$ cat src/rtl/mul_share_arb_if.sv
// Bundle of the requester-side and multiplier-core-side signals of mul_share_arb.
// The arbiter uses the slave view; clients plus the multiplier core use the master view.
interface mul_share_arb_if #(
    parameter int NREQ = 4
) ();
    localparam int IDW = $clog2(NREQ);

    logic [NREQ-1:0]   req;
    logic [8*NREQ-1:0] req_a;
    logic [8*NREQ-1:0] req_b;
    logic [NREQ-1:0]   req_ack;

    logic              mul_start;
    logic [7:0]        mul_a;
    logic [7:0]        mul_b;
    logic              mul_done;
    logic [15:0]       mul_product;

    logic              res_valid;
    logic [IDW-1:0]    res_id;
    logic [15:0]       res_product;
    logic              res_err;
    logic              busy;

    modport slave (
        input  req, req_a, req_b, mul_done, mul_product,
        output req_ack, mul_start, mul_a, mul_b,
               res_valid, res_id, res_product, res_err, busy
    );

    modport master (
        output req, req_a, req_b, mul_done, mul_product,
        input  req_ack, mul_start, mul_a, mul_b,
               res_valid, res_id, res_product, res_err, busy
    );
endinterface

$ cat src/rtl/mul_share_arb.sv
// Round-robin arbiter that shares one start/done 8x8 multiplier core among NREQ
// requesters, with a WAIT-state timeout that returns an error result.
module mul_share_arb #(
    parameter int NREQ    = 4,
    parameter int TIMEOUT = 31
) (
    input  logic           CLK,
    input  logic           RST,
    mul_share_arb_if.slave bus
);
    localparam int IDW = $clog2(NREQ);

    typedef enum logic [1:0] {
        IDLE,
        ISSUE,
        WAIT
    } state_t;

    state_t          state_q, state_d;
    logic [IDW-1:0]  lastGrant_q, lastGrant_d;
    logic [IDW-1:0]  gntId_q, gntId_d;
    logic [7:0]      timer_q, timer_d;
    logic [7:0]      mulA_q, mulA_d;
    logic [7:0]      mulB_q, mulB_d;
    logic [NREQ-1:0] reqAck_q, reqAck_d;
    logic            mulStart_q, mulStart_d;
    logic            resValid_q, resValid_d;
    logic [IDW-1:0]  resId_q, resId_d;
    logic [15:0]     resProduct_q, resProduct_d;
    logic            resErr_q, resErr_d;
    logic            busy_q, busy_d;

    logic            grantFound;
    logic [IDW-1:0]  grantIdx;
    logic [IDW-1:0]  candIdx;

    // Search upward from the requester after the last one served, wrapping at NREQ.
    always_comb begin
        grantFound = 1'b0;
        grantIdx   = '0;
        candIdx    = '0;
        for (int off = 1; off <= NREQ; off++) begin
            candIdx = IDW'((int'(lastGrant_q) + off) % NREQ);
            if (!grantFound && bus.req[candIdx]) begin
                grantFound = 1'b1;
                grantIdx   = candIdx;
            end
        end
    end

    always_comb begin
        state_d      = state_q;
        lastGrant_d  = lastGrant_q;
        gntId_d      = gntId_q;
        timer_d      = timer_q;
        mulA_d       = mulA_q;
        mulB_d       = mulB_q;
        reqAck_d     = '0;
        mulStart_d   = 1'b0;
        resValid_d   = 1'b0;
        resId_d      = resId_q;
        resProduct_d = resProduct_q;
        resErr_d     = 1'b0;

        case (state_q)
            IDLE: begin
                // Start pulse is registered alongside the ack so it lands in the ISSUE cycle.
                if (grantFound) begin
                    mulA_d     = bus.req_a[8*int'(grantIdx) +: 8];
                    mulB_d     = bus.req_b[8*int'(grantIdx) +: 8];
                    reqAck_d   = NREQ'(1) << grantIdx;
                    mulStart_d = 1'b1;
                    gntId_d    = grantIdx;
                    state_d    = ISSUE;
                end
            end
            ISSUE: begin
                timer_d = '0;
                state_d = WAIT;
            end
            WAIT: begin
                timer_d = timer_q + 8'd1;
                if (bus.mul_done) begin
                    resValid_d   = 1'b1;
                    resProduct_d = bus.mul_product;
                    resId_d      = gntId_q;
                    lastGrant_d  = gntId_q;
                    state_d      = IDLE;
                end else if (timer_q == 8'(TIMEOUT - 1)) begin
                    resValid_d   = 1'b1;
                    resErr_d     = 1'b1;
                    resProduct_d = '0;
                    resId_d      = gntId_q;
                    lastGrant_d  = gntId_q;
                    state_d      = IDLE;
                end
            end
            default: state_d = IDLE;
        endcase

        busy_d = (state_d != IDLE);
    end

    always_ff @(posedge CLK) begin
        if (RST) begin
            state_q      <= IDLE;
            lastGrant_q  <= IDW'(NREQ - 1);
            gntId_q      <= '0;
            timer_q      <= '0;
            mulA_q       <= '0;
            mulB_q       <= '0;
            reqAck_q     <= '0;
            mulStart_q   <= 1'b0;
            resValid_q   <= 1'b0;
            resId_q      <= '0;
            resProduct_q <= '0;
            resErr_q     <= 1'b0;
            busy_q       <= 1'b0;
        end else begin
            state_q      <= state_d;
            lastGrant_q  <= lastGrant_d;
            gntId_q      <= gntId_d;
            timer_q      <= timer_d;
            mulA_q       <= mulA_d;
            mulB_q       <= mulB_d;
            reqAck_q     <= reqAck_d;
            mulStart_q   <= mulStart_d;
            resValid_q   <= resValid_d;
            resId_q      <= resId_d;
            resProduct_q <= resProduct_d;
            resErr_q     <= resErr_d;
            busy_q       <= busy_d;
        end
    end

    assign bus.req_ack     = reqAck_q;
    assign bus.mul_start   = mulStart_q;
    assign bus.mul_a       = mulA_q;
    assign bus.mul_b       = mulB_q;
    assign bus.res_valid   = resValid_q;
    assign bus.res_id      = resId_q;
    assign bus.res_product = resProduct_q;
    assign bus.res_err     = resErr_q;
    assign bus.busy        = busy_q;
endmodule

$ cat src/flat_wrapper.sv
// flat-port wrapper written by rule: the top's interface ports become plain ports
module mul_share_arb_flat 
#(
    parameter int NREQ    = 4,
    parameter int TIMEOUT = 31
)
  (CLK, RST, bus_req, bus_req_a, bus_req_b, bus_mul_done, bus_mul_product, bus_req_ack, bus_mul_start, bus_mul_a, bus_mul_b, bus_res_valid, bus_res_id, bus_res_product, bus_res_err, bus_busy);
  mul_share_arb_if #(.NREQ(NREQ)) bus_i ();
  input  logic CLK;
  input  logic RST;
  input wire logic [$bits(bus_i.req)-1:0] bus_req;
  input wire logic [$bits(bus_i.req_a)-1:0] bus_req_a;
  input wire logic [$bits(bus_i.req_b)-1:0] bus_req_b;
  input wire logic [$bits(bus_i.mul_done)-1:0] bus_mul_done;
  input wire logic [$bits(bus_i.mul_product)-1:0] bus_mul_product;
  output wire logic [$bits(bus_i.req_ack)-1:0] bus_req_ack;
  output wire logic [$bits(bus_i.mul_start)-1:0] bus_mul_start;
  output wire logic [$bits(bus_i.mul_a)-1:0] bus_mul_a;
  output wire logic [$bits(bus_i.mul_b)-1:0] bus_mul_b;
  output wire logic [$bits(bus_i.res_valid)-1:0] bus_res_valid;
  output wire logic [$bits(bus_i.res_id)-1:0] bus_res_id;
  output wire logic [$bits(bus_i.res_product)-1:0] bus_res_product;
  output wire logic [$bits(bus_i.res_err)-1:0] bus_res_err;
  output wire logic [$bits(bus_i.busy)-1:0] bus_busy;
  assign bus_i.req = bus_req;
  assign bus_i.req_a = bus_req_a;
  assign bus_i.req_b = bus_req_b;
  assign bus_i.mul_done = bus_mul_done;
  assign bus_i.mul_product = bus_mul_product;
  assign bus_req_ack = bus_i.req_ack;
  assign bus_mul_start = bus_i.mul_start;
  assign bus_mul_a = bus_i.mul_a;
  assign bus_mul_b = bus_i.mul_b;
  assign bus_res_valid = bus_i.res_valid;
  assign bus_res_id = bus_i.res_id;
  assign bus_res_product = bus_i.res_product;
  assign bus_res_err = bus_i.res_err;
  assign bus_busy = bus_i.busy;
  mul_share_arb #(.NREQ(NREQ), .TIMEOUT(TIMEOUT)) u_core (.CLK(CLK), .RST(RST), .bus(bus_i));
endmodule
$ cat config.mk
export PLATFORM = sky130hd
export DESIGN_NAME = mul_share_arb_flat
export DESIGN_NICKNAME = d
export VERILOG_FILES = /design/src/rtl/mul_share_arb_if.sv /design/src/rtl/mul_share_arb.sv /design/src/flat_wrapper.sv
export SDC_FILE = /design/constraint.sdc
export NUM_CORES = 1
export LEC_CHECK = 0
export ABC_CLOCK_PERIOD_IN_PS = 4300
export CAP_MARGIN = 20
export CORE_ASPECT_RATIO = 0.6
export CORE_MARGIN = 2
export CORE_UTILIZATION = 44
export CTS_BUF_LIST = sky130_fd_sc_hd__clkbuf_4 sky130_fd_sc_hd__clkbuf_8
export CTS_CLUSTER_SIZE = 25
export DETAILED_ROUTE_END_ITERATION = 12
export PLACE_DENSITY = 0.95
export SLEW_MARGIN = 20
export SYNTH_ARGS = -nofsm -noshare
export SYNTH_HDL_FRONTEND = slang
export SYNTH_SLANG_ARGS = --single-unit
$ cat constraint.sdc
create_clock -name CLK -period 4.3 [get_ports CLK]
set_input_delay 0.43 -clock CLK [delete_from_list [all_inputs] [get_ports CLK]]
set_output_delay 0.43 -clock CLK [all_outputs]
set_load 0.02 [all_outputs]
---- Yosys cells after proc, flatten, opt, wreduce, memory -nomap -nowiden ----
Index checks and enable logic that the tools add are counted.
word-level totals
  flip-flop bits (word level) ............. 56
  logic and storage cells ................. 75
  input port bits ......................... 87
  output and inout bits ................... 42
operators by class
  reduce and logical (&&, ||, !) cells .... 16
  $lt $le $gt $ge ......................... 4
  bitwise gates (word level) .............. 3
  muxes and demuxes ....................... 28
  equality and inequality tests ........... 3
  shift-type cells ........................ 3
  add/subtract/negate cells ............... 5
operators by type and width
  kind                   number
  $shiftx A32 B6 Y8      2
  $mux W16               2
  $mux W2                9
  $pmux W8 S2            1
  $lt A2 B3 Y1 const B   4
  $mux W1                11
  $add A8 B1 Y8 const B  1
  $bmux W1 S2            4
  $eq A8 B5 Y1 const B   1
  $pmux W2 S3            1
  $reduce_bool A2 Y1     3
  $reduce_or A3 Y1       2
  $add A2 B1 Y2 const B  2
  $add A2 B2 Y2 const B  2
  $reduce_and A2 Y1      2
  $reduce_or A2 Y1       2
  $shl A1 B2 Y4 const A  1
  $logic_and A1 B1 Y1    3
  $logic_not A1 Y1       3
  $not A1 Y1             3
  $eq A2 B1 Y1 const B   1
  $eq A2 B2 Y1 const B   1
  $logic_not A2 Y1       1

---- Longest topological paths before layout ----
  depth after elaboration ................. 16
  mapped depth ............................ 8
  mapped depth without buffers ............ 7

---- Worst setup path before layout ----
Ideal clock, no wire load.
  path type ............................... input to register
  start ................................... input bus_req[1]
  end ..................................... register u_core.mulA_q[2] (netlist: u_core.bus.mul_a[2])
  stages on the path ...................... 7
  arrival time ............................ 1.503 ns
  slack ................................... 2.669 ns
  cell sequence ........................... nor2b_2 a21oi_1 o221a_1 buf_6 buf_6 mux2i_1 o221ai_2
between the ends
  cells in the longest elaborated chain, start to end .. 13
  elaborated cells between the ends (all ways) .. 24
  classes of those cells .................. shift: 1; mux: 16; reduce/logical: 7
ends and longest elaborated chain
  what                                                           line                  source
  start, declared                                                flat_wrapper.sv:11    input wire logic [$bits(bus_i.req)-1:0] bus_req;
  $bmux W1 S2                                                    mul_share_arb.sv:44   if (!grantFound && bus.req[candIdx]) begin
  $mux W1 (implied by the code)                                  mul_share_arb.sv:44
  $mux W1                                                        mul_share_arb.sv:44
  $logic_not A1 Y1                                               mul_share_arb.sv:44
  $logic_and A1 B1 Y1                                            mul_share_arb.sv:44
  $mux W1                                                        mul_share_arb.sv:44
  $logic_not A1 Y1                                               mul_share_arb.sv:44
  $logic_and A1 B1 Y1                                            mul_share_arb.sv:44
  $mux W1                                                        mul_share_arb.sv:44
  $logic_not A1 Y1                                               mul_share_arb.sv:44
  $logic_and A1 B1 Y1                                            mul_share_arb.sv:44
  $mux W2 / $mux W1 (equally long branches)                      mul_share_arb.sv:44
  $shiftx A32 B6 Y8 / $reduce_and A2 Y1 (equally long branches)  --
  end signal, assigned                                           mul_share_arb.sv:124  mulA_q <= mulA_d;
  end, declared                                                  mul_share_arb.sv:23   logic [7:0] mulA_q, mulA_d;
Several ways; a longest one is shown, not always the timed one. The select of a mux whose other input is x is not followed.
A chain may end at the register's enable or synchronous reset.

---- Worst setup path after layout ----
  start ................................... input bus_req[0]
  end ..................................... register u_core.mulB_q[5] (netlist: u_core.bus.mul_b[5])
between the ends
  cells in the longest elaborated chain, start to end .. 13
  elaborated cells between the ends (all ways) .. 24
  classes of those cells .................. shift: 1; mux: 16; reduce/logical: 7
ends and longest elaborated chain
  what                                                           line                  source
  $bmux W1 S2                                                    mul_share_arb.sv:44
  $mux W1 (implied by the code)                                  mul_share_arb.sv:44
  $mux W1                                                        mul_share_arb.sv:44
  $logic_not A1 Y1                                               mul_share_arb.sv:44
  $logic_and A1 B1 Y1                                            mul_share_arb.sv:44
  $mux W1                                                        mul_share_arb.sv:44
  $logic_not A1 Y1                                               mul_share_arb.sv:44
  $logic_and A1 B1 Y1                                            mul_share_arb.sv:44
  $mux W1                                                        mul_share_arb.sv:44
  $logic_not A1 Y1                                               mul_share_arb.sv:44
  $logic_and A1 B1 Y1                                            mul_share_arb.sv:44
  $mux W2 / $mux W1 (equally long branches)                      mul_share_arb.sv:44
  $shiftx A32 B6 Y8 / $reduce_and A2 Y1 (equally long branches)  --
  end signal, assigned                                           mul_share_arb.sv:125  mulB_q <= mulB_d;
  end, declared                                                  mul_share_arb.sv:24   logic [7:0] mulB_q, mulB_d;
Several ways; a longest one is shown, not always the timed one. The select of a mux whose other input is x is not followed.

==> results.md <==
* Status: finished clean
* Buf/Inv on CP at 1
* Filler instances at 435
* Setup TNS at 0 ns
* Final Cycle Share at 49.9%
* Worst endpoint required time at approximately 4.5 ns
* H-tree depth at 2
* Drt first-iter violations at 87
* CTS tree: done
* Pin count of the biggest net entering global routing at 37
* Synth Cell Area at 0.00256 mm^2
* Clock Sinks at 56
* Starting density of the core at 45.7%
* Post-synth cell types at 34
* Synth Area per Inst at 9.83 um^2
* Core area at 0.00560 mm^2
* Worst Tran Pin Value at 0.710 ns
* Layout cell share with drive strength beyond 1 at 7.09%
* Commonest cells after routing, fill and taps aside: clkdlybuf4s50_1, dfxtp_1, mux2i_1
* # DRC at 0
* Main synth FF type: dfxtp_1
* Clock buffer count from CTS at 5
* Cts repair resizes at 0
* Pre-antenna DRT Iters at 4
* Postcts setup bufs at 0
* Fin. Hold Viols at 0
* Vias in the first global route at 2,344
* WL/cell at roughly 15 um
* Min Tclk post-route at 2.15 ns
* EDFF count, synth at 0
* Die X at 102 um
* Total Nets Final at ~470
* Initial antenna violation count at 0
* Async set-or-reset flop fraction in the synthesized netlist at 0%
* Yosys warns at 0
* Vias/cell at approximately 5
* Max-cap violations at 0
* Global Route Usage Sum at 21.8%
* CP Max Fanout at 36
* Non-Filler Instances at approximately 460
* Post-Syn Instances at 260
* Vias post-DR at 2,370
* Final worst slack at 2.15 ns
* Pins over their slew limit at 0
* Cts hold-fix bufs at 0
* Wirelength, routed at 6940 um
* Commonest non-fill, non-tap cell in the layout: clkdlybuf4s50_1
* RSZ-0062 raised after global routing: false
* Critical Path Max Stage Delay at 0.63 ns
* Clock-pin slew on the worst setup and hold paths at 0.10 ns
* GP Congestion at 0.810
* Family with the most delay on the worst path: compound AO/OA/AOI/OAI gates
* Worst-Skew Late Latency at 0.31 ns
* Io pins at 129
* Die Footprint at 0.00646 mm^2
* Antenna cells at 0
* I/O Buffers at 128
* Type of the most critical hold path: reg2reg
* P&R area growth vs syn at 53.6%
* Root Buffer: clkbuf_8
* Leak at 1.53 nW
* Crit start category: input pin
* Seq cells post-synth at 56
* Crit path cell chain: clkdlybuf4s50_1 -> nand2_1 -> a21oi_1 -> o221a_4 -> mux2i_1 -> o221ai_1
* GRT overflow at 0
* Worst hold start: u_core.bus.res_id[1]$_SDFFE_PP0P_
* Hold_ws at 0.473 ns
* Critical path origin: bus_req[0]
* Max_slew headroom at between 50 and 60%
* Setup Viol. Count Final at 0
* Arr. time, crit path at 2.32 ns
* Setup CP Type: in2reg
* Seq/Total Area, Yosys at about 44%
* Maximum root-to-sink buffer count at 2
* Die span in y at 63.0 um
* Slowest cell on crit path: o221a_4
* Inst Count DP at 453
* Reg2reg start: u_core.lastGrant_q[1]$_SDFFE_PP1P_
* Layout Utilization at 70.2%
* Highest Clock Rate at 466 MHz
* Setup WS pre-CTS at 1.52 ns
* Crit end category: flop
* Peak VDD IR at 0.181 mV
* Clock Skew at 0.0112 ns
* Pwr dens at roughly 330 mW/mm^2
* Global-route wire length before repair at around 11,000 um
* Rows at 21
* DP HPWL at 5270 um
* Remaining antenna violation count at 0
* Syn Nets at 353
-- cells in the mapped netlist, drive strengths merged, types with 3 or more instances --
cell	n	share of area [%]
nor2b	3	1.4
clkbuf	5	0.73
xor2	4	1.4
a22oi	16	4.7
o221ai	16	7.4
nand4	4	0.98
ha	6	2.9
nand2b	3	0.83
o21ai	4	0.78
dfxtp	56	44
a21oi	13	2.5
nand2	30	4.5
mux2i	34	13
buf	11	4.0
inv	6	0.88
nor2	33	4.9
-- final cells by class --
class / instances / area [um^2] / area share, %
multi-input cells: 182 / 1300 / 33.1
repair buffers: 129 / 1280 / 32.7
inverters: 6 / 22.5 / 0.574
clock inverters: 1 / 7.51 / 0.191
flip-flops and latches: 56 / 1120 / 28.6
well taps: 80 / 100 / 2.55
clock buffers: 7 / 90.1 / 2.29
-- metal layers --
| metal | vias to the layer above | wire length (um) | share of wire (%) | track usage [%] |
|---|---|---|---|---|
| met5 | - | 0 | 0 | 0 |
| met4 | 0 | 79 | 1.1 | 6.17 |
| li1 | 1171 | - | - | - |
| met1 | 1116 | 3050 | 44 | 27.8 |
| met3 | 9 | 467 | 6.7 | 6.26 |
| met2 | 74 | 3340 | 48 | 36.0 |
-- through the flow --
step           total power [mW]  instance area, um^2
2_1_floorplan             0.827                 2560
3_3_place_gp              0.998                 3820
3_5_place_dp               1.01                 3820
4_1_cts                    1.31                 3920
5_1_grt                    1.37                 3930
6_report                   1.30                 3930
-- power by group --
group / internal [mW] / switching [mW]
Sequential: 0.566 / 0.0276
Clock: 0.138 / 0.168
Combinational: 0.211 / 0.195
Total: 0.915 / 0.390
-- cells by family after synthesis --
kind of cell / count (synthesis) / share of synthesized area [%]
buf+inv: 22 / 5.58
flops: 56 / 43.9
simple gates: 82 / 15.3
mux: 34 / 13.3
compound gates: 56 / 17.6
xor+xnor: 4 / 1.37
fa+ha+maj: 6 / 2.94
-- state kept, by name (all words and copies together) (netlist names) --
register	cells
u_core.bus.res_product	16
u_core.bus.mul_a	8
u_core.bus.mul_b	8
u_core.timer_q	8
u_core.bus.req_ack	4
u_core.bus.res_id	2
u_core.gntId_q	2
u_core.lastGrant_q	2
u_core.state_q	2
u_core.bus.busy	1
u_core.bus.mul_start	1
u_core.bus.res_err	1
u_core.bus.res_valid	1
-- worst paths after layout --
| path | endpoint | slack, ns | cells after the start |
|---|---|---|---|
| max | u_core.bus.mul_b[5]$_SDFFE_PP0P_ | 2.15 | 6 |
| min | u_core.bus.res_id[1]$_SDFFE_PP0P_ | 0.47 | 2 |
| max reg2reg | u_core.bus.mul_b[5]$_SDFFE_PP0P_ | 2.35 | 4 |
| min reg2reg | u_core.bus.res_id[1]$_SDFFE_PP0P_ | 0.47 | 2 |
-- worst register-to-register path, stage by stage, from the launching register on --
cell      delay [ns]
dfxtp_1         0.47
mux2i_1         0.26
o221a_4         0.65
mux2i_1         0.30
o221ai_1        0.14
Power figures use the tool's default switching activity.
